## src/rtl/id_stage_pipelined.sv

```systemverilog
// id_stage_pipelined: MIPS instruction-decode stage.
//
// Holds the register file (write-through bypass), resolves branches and jumps in ID,
// detects load-use hazards and registers the decoded instruction into an ID/EX bank
// that carries a valid bit. The debug unit can freeze the stage and read registers.
//
// Ports:
//   clk, reset (async, active-low)
//   i_valid, i_instruction, i_pc_next, i_ctl   IF/ID contents and control decode
//   i_ex_mem_read, i_ex_rt_addr                load in EX (load-use detection)
//   i_wb_wr_ena, i_wb_addr, i_wb_data          register-file write port
//   i_du_halt, i_du_addr, o_du_data            debug freeze and register read
//   o_stall, o_pc_sel, o_pc_target, o_flush    combinational fetch control
//   o_valid .. o_funct                         registered ID/EX bank
//
// Optional build macro ID_BRANCH_FWD_EN: adds MEM-stage forwarding into the branch/jump
// comparator (i_mem_*) and a one-cycle stall when the branch depends on the EX result
// (i_ex_wr_ena, i_ex_rd_addr). Without it the comparator uses register-file values only.
module id_stage_pipelined #(
  parameter int unsigned NB_DATA  = 32,
  parameter int unsigned NB_PC    = 32,
  parameter int unsigned NB_RADDR = 5,
  parameter int unsigned LINK_REG = 31
) (
  input  logic                clk,
  input  logic                reset,
  input  logic                i_valid,
  input  logic [31:0]         i_instruction,
  input  logic [NB_PC-1:0]    i_pc_next,
  input  logic [5:0]          i_ctl,
  input  logic                i_ex_mem_read,
  input  logic [NB_RADDR-1:0] i_ex_rt_addr,
  input  logic                i_wb_wr_ena,
  input  logic [NB_RADDR-1:0] i_wb_addr,
  input  logic [NB_DATA-1:0]  i_wb_data,
  input  logic                i_du_halt,
  input  logic [NB_RADDR-1:0] i_du_addr,
`ifdef ID_BRANCH_FWD_EN
  input  logic                i_mem_wr_ena,
  input  logic [NB_RADDR-1:0] i_mem_rd_addr,
  input  logic [NB_DATA-1:0]  i_mem_data,
  input  logic                i_ex_wr_ena,
  input  logic [NB_RADDR-1:0] i_ex_rd_addr,
`endif
  output logic [NB_DATA-1:0]  o_du_data,
  output logic                o_stall,
  output logic                o_pc_sel,
  output logic [NB_PC-1:0]    o_pc_target,
  output logic                o_flush,
  output logic                o_valid,
  output logic [NB_DATA-1:0]  o_rs_data,
  output logic [NB_DATA-1:0]  o_rt_data,
  output logic [NB_DATA-1:0]  o_imm,
  output logic [NB_RADDR-1:0] o_rs_addr,
  output logic [NB_RADDR-1:0] o_rt_addr,
  output logic [NB_RADDR-1:0] o_rd_addr,
  output logic [5:0]          o_opcode,
  output logic [5:0]          o_funct
);

  localparam int unsigned NREGS = 2 ** NB_RADDR;

  // i_ctl bit positions
  localparam int unsigned CtlBeq  = 0;
  localparam int unsigned CtlBne  = 1;
  localparam int unsigned CtlJ    = 2;
  localparam int unsigned CtlJal  = 3;
  localparam int unsigned CtlJr   = 4;
  localparam int unsigned CtlJalr = 5;

  // Instruction fields
  logic [5:0]          opcode;
  logic [5:0]          funct;
  logic [15:0]         imm16;
  logic [NB_RADDR-1:0] rs_addr;
  logic [NB_RADDR-1:0] rt_addr;
  logic [NB_RADDR-1:0] rd_field;

  assign opcode   = i_instruction[31:26];
  assign funct    = i_instruction[5:0];
  assign imm16    = i_instruction[15:0];
  assign rs_addr  = NB_RADDR'(i_instruction[25:21]);
  assign rt_addr  = NB_RADDR'(i_instruction[20:16]);
  assign rd_field = NB_RADDR'(i_instruction[15:11]);

  // ---------------------------------------------------------------------------
  // Register file
  // ---------------------------------------------------------------------------
  logic [NB_DATA-1:0] rf_q [NREGS];
  logic               rf_wr;

  // Halt gates both the write and the bypass, so debug reads see stable state.
  assign rf_wr = i_wb_wr_ena && !i_du_halt && (i_wb_addr != '0);

  always_ff @(posedge clk or negedge reset) begin
    if (!reset) begin
      for (int unsigned i = 0; i < NREGS; i++) begin
        rf_q[i] <= '0;
      end
    end else if (rf_wr) begin
      rf_q[i_wb_addr] <= i_wb_data;
    end
  end

  function automatic logic [NB_DATA-1:0] rf_read(input logic [NB_RADDR-1:0] addr);
    if (addr == '0) begin
      return '0;
    end
    if (rf_wr && (i_wb_addr == addr)) begin
      return i_wb_data;
    end
    return rf_q[addr];
  endfunction

  logic [NB_DATA-1:0] rs_data;
  logic [NB_DATA-1:0] rt_data;

  assign rs_data   = rf_read(rs_addr);
  assign rt_data   = rf_read(rt_addr);
  assign o_du_data = rf_read(i_du_addr);

  // ---------------------------------------------------------------------------
  // Hazard detection and comparator operands
  // ---------------------------------------------------------------------------
  logic               load_use;
  logic [NB_DATA-1:0] br_rs;
  logic [NB_DATA-1:0] br_rt;

  assign load_use = i_valid && i_ex_mem_read && (i_ex_rt_addr != '0) &&
                    ((i_ex_rt_addr == rs_addr) || (i_ex_rt_addr == rt_addr));

`ifdef ID_BRANCH_FWD_EN
  logic uses_cmp;
  logic br_hazard;

  assign br_rs = (i_mem_wr_ena && (i_mem_rd_addr != '0) && (i_mem_rd_addr == rs_addr)) ?
                 i_mem_data : rs_data;
  assign br_rt = (i_mem_wr_ena && (i_mem_rd_addr != '0) && (i_mem_rd_addr == rt_addr)) ?
                 i_mem_data : rt_data;

  // Branch operands are needed in ID, so an ALU result still in EX cannot reach them.
  assign uses_cmp  = i_ctl[CtlBeq] | i_ctl[CtlBne] | i_ctl[CtlJr] | i_ctl[CtlJalr];
  assign br_hazard = i_valid && uses_cmp && i_ex_wr_ena && (i_ex_rd_addr != '0) &&
                     ((i_ex_rd_addr == rs_addr) || (i_ex_rd_addr == rt_addr));
  assign o_stall   = (load_use || br_hazard) && !i_du_halt;
`else
  assign br_rs   = rs_data;
  assign br_rt   = rt_data;
  assign o_stall = load_use && !i_du_halt;
`endif

  // ---------------------------------------------------------------------------
  // Branch / jump resolution
  // ---------------------------------------------------------------------------
  logic [NB_PC-1:0] imm_pc;
  logic [NB_PC-1:0] br_tgt;
  logic [NB_PC-1:0] j_tgt;
  logic             resolve;
  logic             br_eq;

  assign imm_pc  = {{(NB_PC - 16){imm16[15]}}, imm16};
  assign br_tgt  = i_pc_next + (imm_pc << 2);
  assign resolve = i_valid && !o_stall && !i_du_halt;
  assign br_eq   = (br_rs == br_rt);

  always_comb begin
    j_tgt       = i_pc_next;
    j_tgt[27:0] = {i_instruction[25:0], 2'b00};
  end

  always_comb begin
    o_pc_sel    = 1'b0;
    o_pc_target = '0;
    if (resolve) begin
      if (i_ctl[CtlJr] || i_ctl[CtlJalr]) begin
        o_pc_sel    = 1'b1;
        o_pc_target = NB_PC'(br_rs);
      end else if (i_ctl[CtlJ] || i_ctl[CtlJal]) begin
        o_pc_sel    = 1'b1;
        o_pc_target = j_tgt;
      end else if ((i_ctl[CtlBeq] && br_eq) || (i_ctl[CtlBne] && !br_eq)) begin
        o_pc_sel    = 1'b1;
        o_pc_target = br_tgt;
      end
    end
  end

  assign o_flush = o_pc_sel;

  // ---------------------------------------------------------------------------
  // ID/EX bank
  // ---------------------------------------------------------------------------
  logic [NB_PC-1:0]    pc_link;
  logic [NB_DATA-1:0]  link_val;
  logic                is_link;

  assign pc_link  = i_pc_next + NB_PC'(4);
  assign link_val = NB_DATA'(pc_link);
  assign is_link  = i_ctl[CtlJal] | i_ctl[CtlJalr];

  logic                valid_q, valid_d;
  logic [NB_DATA-1:0]  rs_data_q, rs_data_d;
  logic [NB_DATA-1:0]  rt_data_q, rt_data_d;
  logic [NB_DATA-1:0]  imm_q, imm_d;
  logic [NB_RADDR-1:0] rs_addr_q, rs_addr_d;
  logic [NB_RADDR-1:0] rt_addr_q, rt_addr_d;
  logic [NB_RADDR-1:0] rd_addr_q, rd_addr_d;
  logic [5:0]          opcode_q, opcode_d;
  logic [5:0]          funct_q, funct_d;

  always_comb begin
    valid_d   = valid_q;
    rs_data_d = rs_data_q;
    rt_data_d = rt_data_q;
    imm_d     = imm_q;
    rs_addr_d = rs_addr_q;
    rt_addr_d = rt_addr_q;
    rd_addr_d = rd_addr_q;
    opcode_d  = opcode_q;
    funct_d   = funct_q;
    if (!i_du_halt) begin
      if (o_stall) begin
        valid_d   = 1'b0;
        rs_data_d = '0;
        rt_data_d = '0;
        imm_d     = '0;
        rs_addr_d = '0;
        rt_addr_d = '0;
        rd_addr_d = '0;
        opcode_d  = '0;
        funct_d   = '0;
      end else begin
        valid_d   = i_valid;
        rs_data_d = rs_data;
        rt_data_d = is_link ? link_val : rt_data;
        imm_d     = {{(NB_DATA - 16){imm16[15]}}, imm16};
        rs_addr_d = rs_addr;
        rt_addr_d = rt_addr;
        rd_addr_d = i_ctl[CtlJal] ? NB_RADDR'(LINK_REG) : rd_field;
        opcode_d  = opcode;
        funct_d   = funct;
      end
    end
  end

  always_ff @(posedge clk or negedge reset) begin
    if (!reset) begin
      valid_q   <= 1'b0;
      rs_data_q <= '0;
      rt_data_q <= '0;
      imm_q     <= '0;
      rs_addr_q <= '0;
      rt_addr_q <= '0;
      rd_addr_q <= '0;
      opcode_q  <= '0;
      funct_q   <= '0;
    end else begin
      valid_q   <= valid_d;
      rs_data_q <= rs_data_d;
      rt_data_q <= rt_data_d;
      imm_q     <= imm_d;
      rs_addr_q <= rs_addr_d;
      rt_addr_q <= rt_addr_d;
      rd_addr_q <= rd_addr_d;
      opcode_q  <= opcode_d;
      funct_q   <= funct_d;
    end
  end

  assign o_valid   = valid_q;
  assign o_rs_data = rs_data_q;
  assign o_rt_data = rt_data_q;
  assign o_imm     = imm_q;
  assign o_rs_addr = rs_addr_q;
  assign o_rt_addr = rt_addr_q;
  assign o_rd_addr = rd_addr_q;
  assign o_opcode  = opcode_q;
  assign o_funct   = funct_q;

endmodule

```

## config.mk

```make
export PLATFORM = sky130hd
export DESIGN_NAME = id_stage_pipelined
export DESIGN_NICKNAME = d
export VERILOG_FILES = /design/src/rtl/id_stage_pipelined.sv
export SDC_FILE = /design/constraint.sdc
export NUM_CORES = 2
export LEC_CHECK = 0
export BUFFER_PORTS_ARGS = -buffer_cell sky130_fd_sc_hd__buf_2
export CORE_ASPECT_RATIO = 0.8
export CORE_MARGIN = 3
export CORE_UTILIZATION = 57
export CTS_CLUSTER_SIZE = 20
export DETAILED_ROUTE_END_ITERATION = 10
export GPL_ROUTABILITY_DRIVEN = 0
export PLACE_DENSITY_LB_ADDON = 0.3
export SLEW_MARGIN = 20
export SYNTH_ARGS = -nofsm -noshare
export SYNTH_HDL_FRONTEND = slang
export SYNTH_SLANG_ARGS = --single-unit
```

## constraint.sdc

```tcl
create_clock -name clk -period 9.7 [get_ports clk]
set_input_delay 1.94 -clock clk [delete_from_list [all_inputs] [get_ports clk]]
set_output_delay 1.94 -clock clk [all_outputs]
set_load 0.005 [all_outputs]
```

==> qor.txt <==
status -> complete, but fails checks
failing checks -> negative setup slack
Worst Hold Depth -> 0
largest net degree at the start of global routing -> 179
core area -> 0.122 sq mm
fin worst setup slack -> -0.178 ns
Vias/cell -> 7.55
share of cells above drive strength 1 -> 0.501
WP data arrival -> 7.94 ns
CTS Buf Count -> 113
Slew headroom -> 0.162
Leak Pwr -> 33.5 nW
Reg clk slew, reported paths -> 0.06 ns
Syn Inst Count -> 5063
Fill cells -> 8797
Worst setup EP type -> primary output
Reg2Reg Depth -> 8
Root Buffer -> clkbuf_16
PwrDens -> 177 mW/mm^2
commonest non-fill, non-tap cell in the layout -> dfrtp_1
Worst VDD drop -> 0.149 mV
sequential cell area fraction in the yosys report -> 0.398
CTS Buffer Depth -> 3
Residual DRC -> 0
gr usage total -> 0.373
Slew Limit Fails -> 0
register area -> 0.0282 sq mm
Tcrit/Tclk final -> 1.02
Overall Power -> 0.0137 W
WL/cell -> 35.3 microns
CP max FO -> 19
Yosys cell types -> 74
Iteration-0 DRC Markers -> 8122
Least-Margin Pin Slew -> 1.25 ns
initial antenna violation count -> 15
FMAX -> 101 MHz
DRT antenna net count -> 0
CTS tree -> built
vias -> 51200
Final Setup Violations -> 23
post-layout net count -> 5207
Die H -> 321 microns
Setup WS pre-CTS -> 0.175 ns
synthesized area -> 0.0708 sq mm
die outline width -> 400 microns
Post-CTS Resized -> 0
HPWL after DPL -> 145000 microns
post-layout minimum cycle time -> 9.88 ns
yosys warns -> 0
io pins -> 314
Fin. Hold Viols -> 0
RSZ-0062 raised after global routing -> false
most frequent cells in the layout -> dfrtp_1 (1126), mux2_2 (1005), mux4_2 (849)
Clock Latency Late Sink -> 0.74 ns
syn_nets -> 5217
EDFF count, synth -> 0
cts hold-fix bufs -> 0
Die ar. -> 0.128 sq mm
first-pass GRT wire length -> 351000 microns
ys async rst share -> 1.00
gr ovfl total -> 0
Max-Cap Viols -> 0
Detailed Routing Iterations Pass 1 -> 6
Rows -> 114
Layout area overhead -> 9.67%
Synth Register Bits -> 1126
postcts setup bufs -> 0
DRT Wirelength -> 240000 microns
multi-input logic area -> 0.0402 sq mm
Crit Path Category -> primary input to primary output
Worst Setup Start Kind -> primary input
H-tree depth -> 3
WHS -> 0.414 ns
Starting Density -> 0.580
Final Skew -> 0.0235 ns
syn_area_per_cell -> 14.0 sq um
vias in the first global route -> 50300
Hold Path Class -> register to register
clk sinks -> 1126
Req. time, crit path -> 7.76 ns
Synth Flop Type -> dfrtp_1
IO buf count -> 313
[critical path, cell delays in order]
cell,delay [ns]
buf_2,0.62
or2_2,0.41
or4_1,0.31
o31ai_1,0.24
nor2_4,0.58
buf_4,0.57
a221oi_1,0.24
xnor2_1,0.59
nand4_1,0.27
nor4_2,0.59
and4_1,0.65
o32ai_1,0.24
a2111oi_2,0.47
buf_2,0.18
[sequential cells by signal, summed over array words and instances (netlist names)]
register and flops:
o_imm 16, o_rs_addr 5, o_rt_data 32, o_rd_addr 5, o_rt_addr 5, o_opcode 6
o_valid 1, o_rs_data 32, rf_q 1024
[stage by stage]
stage,cells,util,setup TNS (ns),instance area [sq um]
4_1_cts,6771,0.636,0,77600
2_1_floorplan,5063,-,0,70800
5_1_grt,6775,0.636,0,77600
3_5_place_dp,6561,0.603,0,73600
6_report,6781,0.636,-1.21,77600
3_3_place_gp,6561,0.603,0,73600
[report_power, final]
part	internal [W]	leakage, nW	switching (W)
sequential	0.00529	14.9	0.000587
combinational	0.00164	16.7	0.00141
clock	0.00276	1.94	0.00203
total	0.00969	33.5	0.00403
[synthesized netlist by cell type, types with 4 or more instances]
cell | n | area share
a211oi_1 | 140 | 0.015
a21o_1 | 8 | 0.00085
a21oi_1 | 158 | 0.011
a221o_1 | 17 | 0.0024
a221oi_1 | 25 | 0.0031
a221oi_2 | 4 | 0.00085
a22o_1 | 9 | 0.0011
a22oi_1 | 53 | 0.0056
a31oi_1 | 4 | 0.00035
and2_1 | 6 | 0.00053
and3_1 | 12 | 0.0011
buf_1 | 99 | 0.0053
buf_2 | 77 | 0.0054
buf_4 | 37 | 0.0039
buf_6 | 21 | 0.0033
clkbuf_1 | 356 | 0.019
dfrtp_1 | 1126 | 0.40
ha_1 | 30 | 0.0053
inv_1 | 16 | 0.00085
mux2_2 | 1005 | 0.16
mux2i_1 | 113 | 0.016
mux4_2 | 849 | 0.27
nand2_1 | 242 | 0.013
nand2b_1 | 10 | 0.00088
nand3_1 | 27 | 0.0019
nand3b_1 | 6 | 0.00064
nand4_1 | 21 | 0.0019
nand4b_1 | 4 | 0.00049
nor2_1 | 104 | 0.0055
nor2b_1 | 83 | 0.0073
nor3_1 | 32 | 0.0023
nor3b_1 | 6 | 0.00064
nor4b_1 | 4 | 0.00049
o2111ai_1 | 6 | 0.00074
o211ai_1 | 22 | 0.0023
o21a_1 | 5 | 0.00053
o21ai_0 | 139 | 0.0098
o221ai_1 | 6 | 0.00074
o22ai_1 | 14 | 0.0012
o31ai_1 | 5 | 0.00053
or2_2 | 7 | 0.00062
or3_1 | 7 | 0.00062
xnor2_1 | 64 | 0.0079
xor2_1 | 37 | 0.0046
[path summary, 6_finish.rpt]
| path | slack (ns) | to | from |
|---|---|---|---|
| worst max-delay path | -0.18 | o_pc_target[30] | i_instruction[19] |
| worst min-delay path | 0.41 | rf_q[1018] | rf_q[1018] |
| worst max register to register | 6.64 | o_rt_data[3] | rf_q[899] |
| worst min register to register | 0.41 | rf_q[1018] | rf_q[1018] |
| max in group asynchronous | 6.34 | rf_q[358] | reset |
| min in group asynchronous | 1.19 | rf_q[964] | reset |
[logic make-up after synthesis]
logic type / Yosys count / share of synthesized area
DFF: 1126 / 0.398
xor gates and xnor gates: 101 / 0.0125
muxes: 1967 / 0.446
buffers and inverters: 607 / 0.0377
adders and majority gates: 31 / 0.00559
and+or+nand+nor: 587 / 0.0398
AOI/OAI and AO/OA: 644 / 0.0601
[layer usage]
metal  global-route usage  up-vias  part of all wire
met3                0.138      740              0.14
met5                    0        -           0.00020
met1                0.522    26600              0.37
met2                0.524     3945              0.43
li1                     -    19900                 -
met4                0.171        6             0.056
[cell type report]
type                    count  share of cell area
repair buffers            465              0.0407
well taps                1624              0.0262
clock inverters            63              0.0109
clock buffers             147              0.0407
inverters                  17            0.000822
diodes                      9            0.000290
flip-flops and latches   1126               0.363
multi-input cells        3330               0.517
No activity file was read; power rests on OpenSTA's default activity.
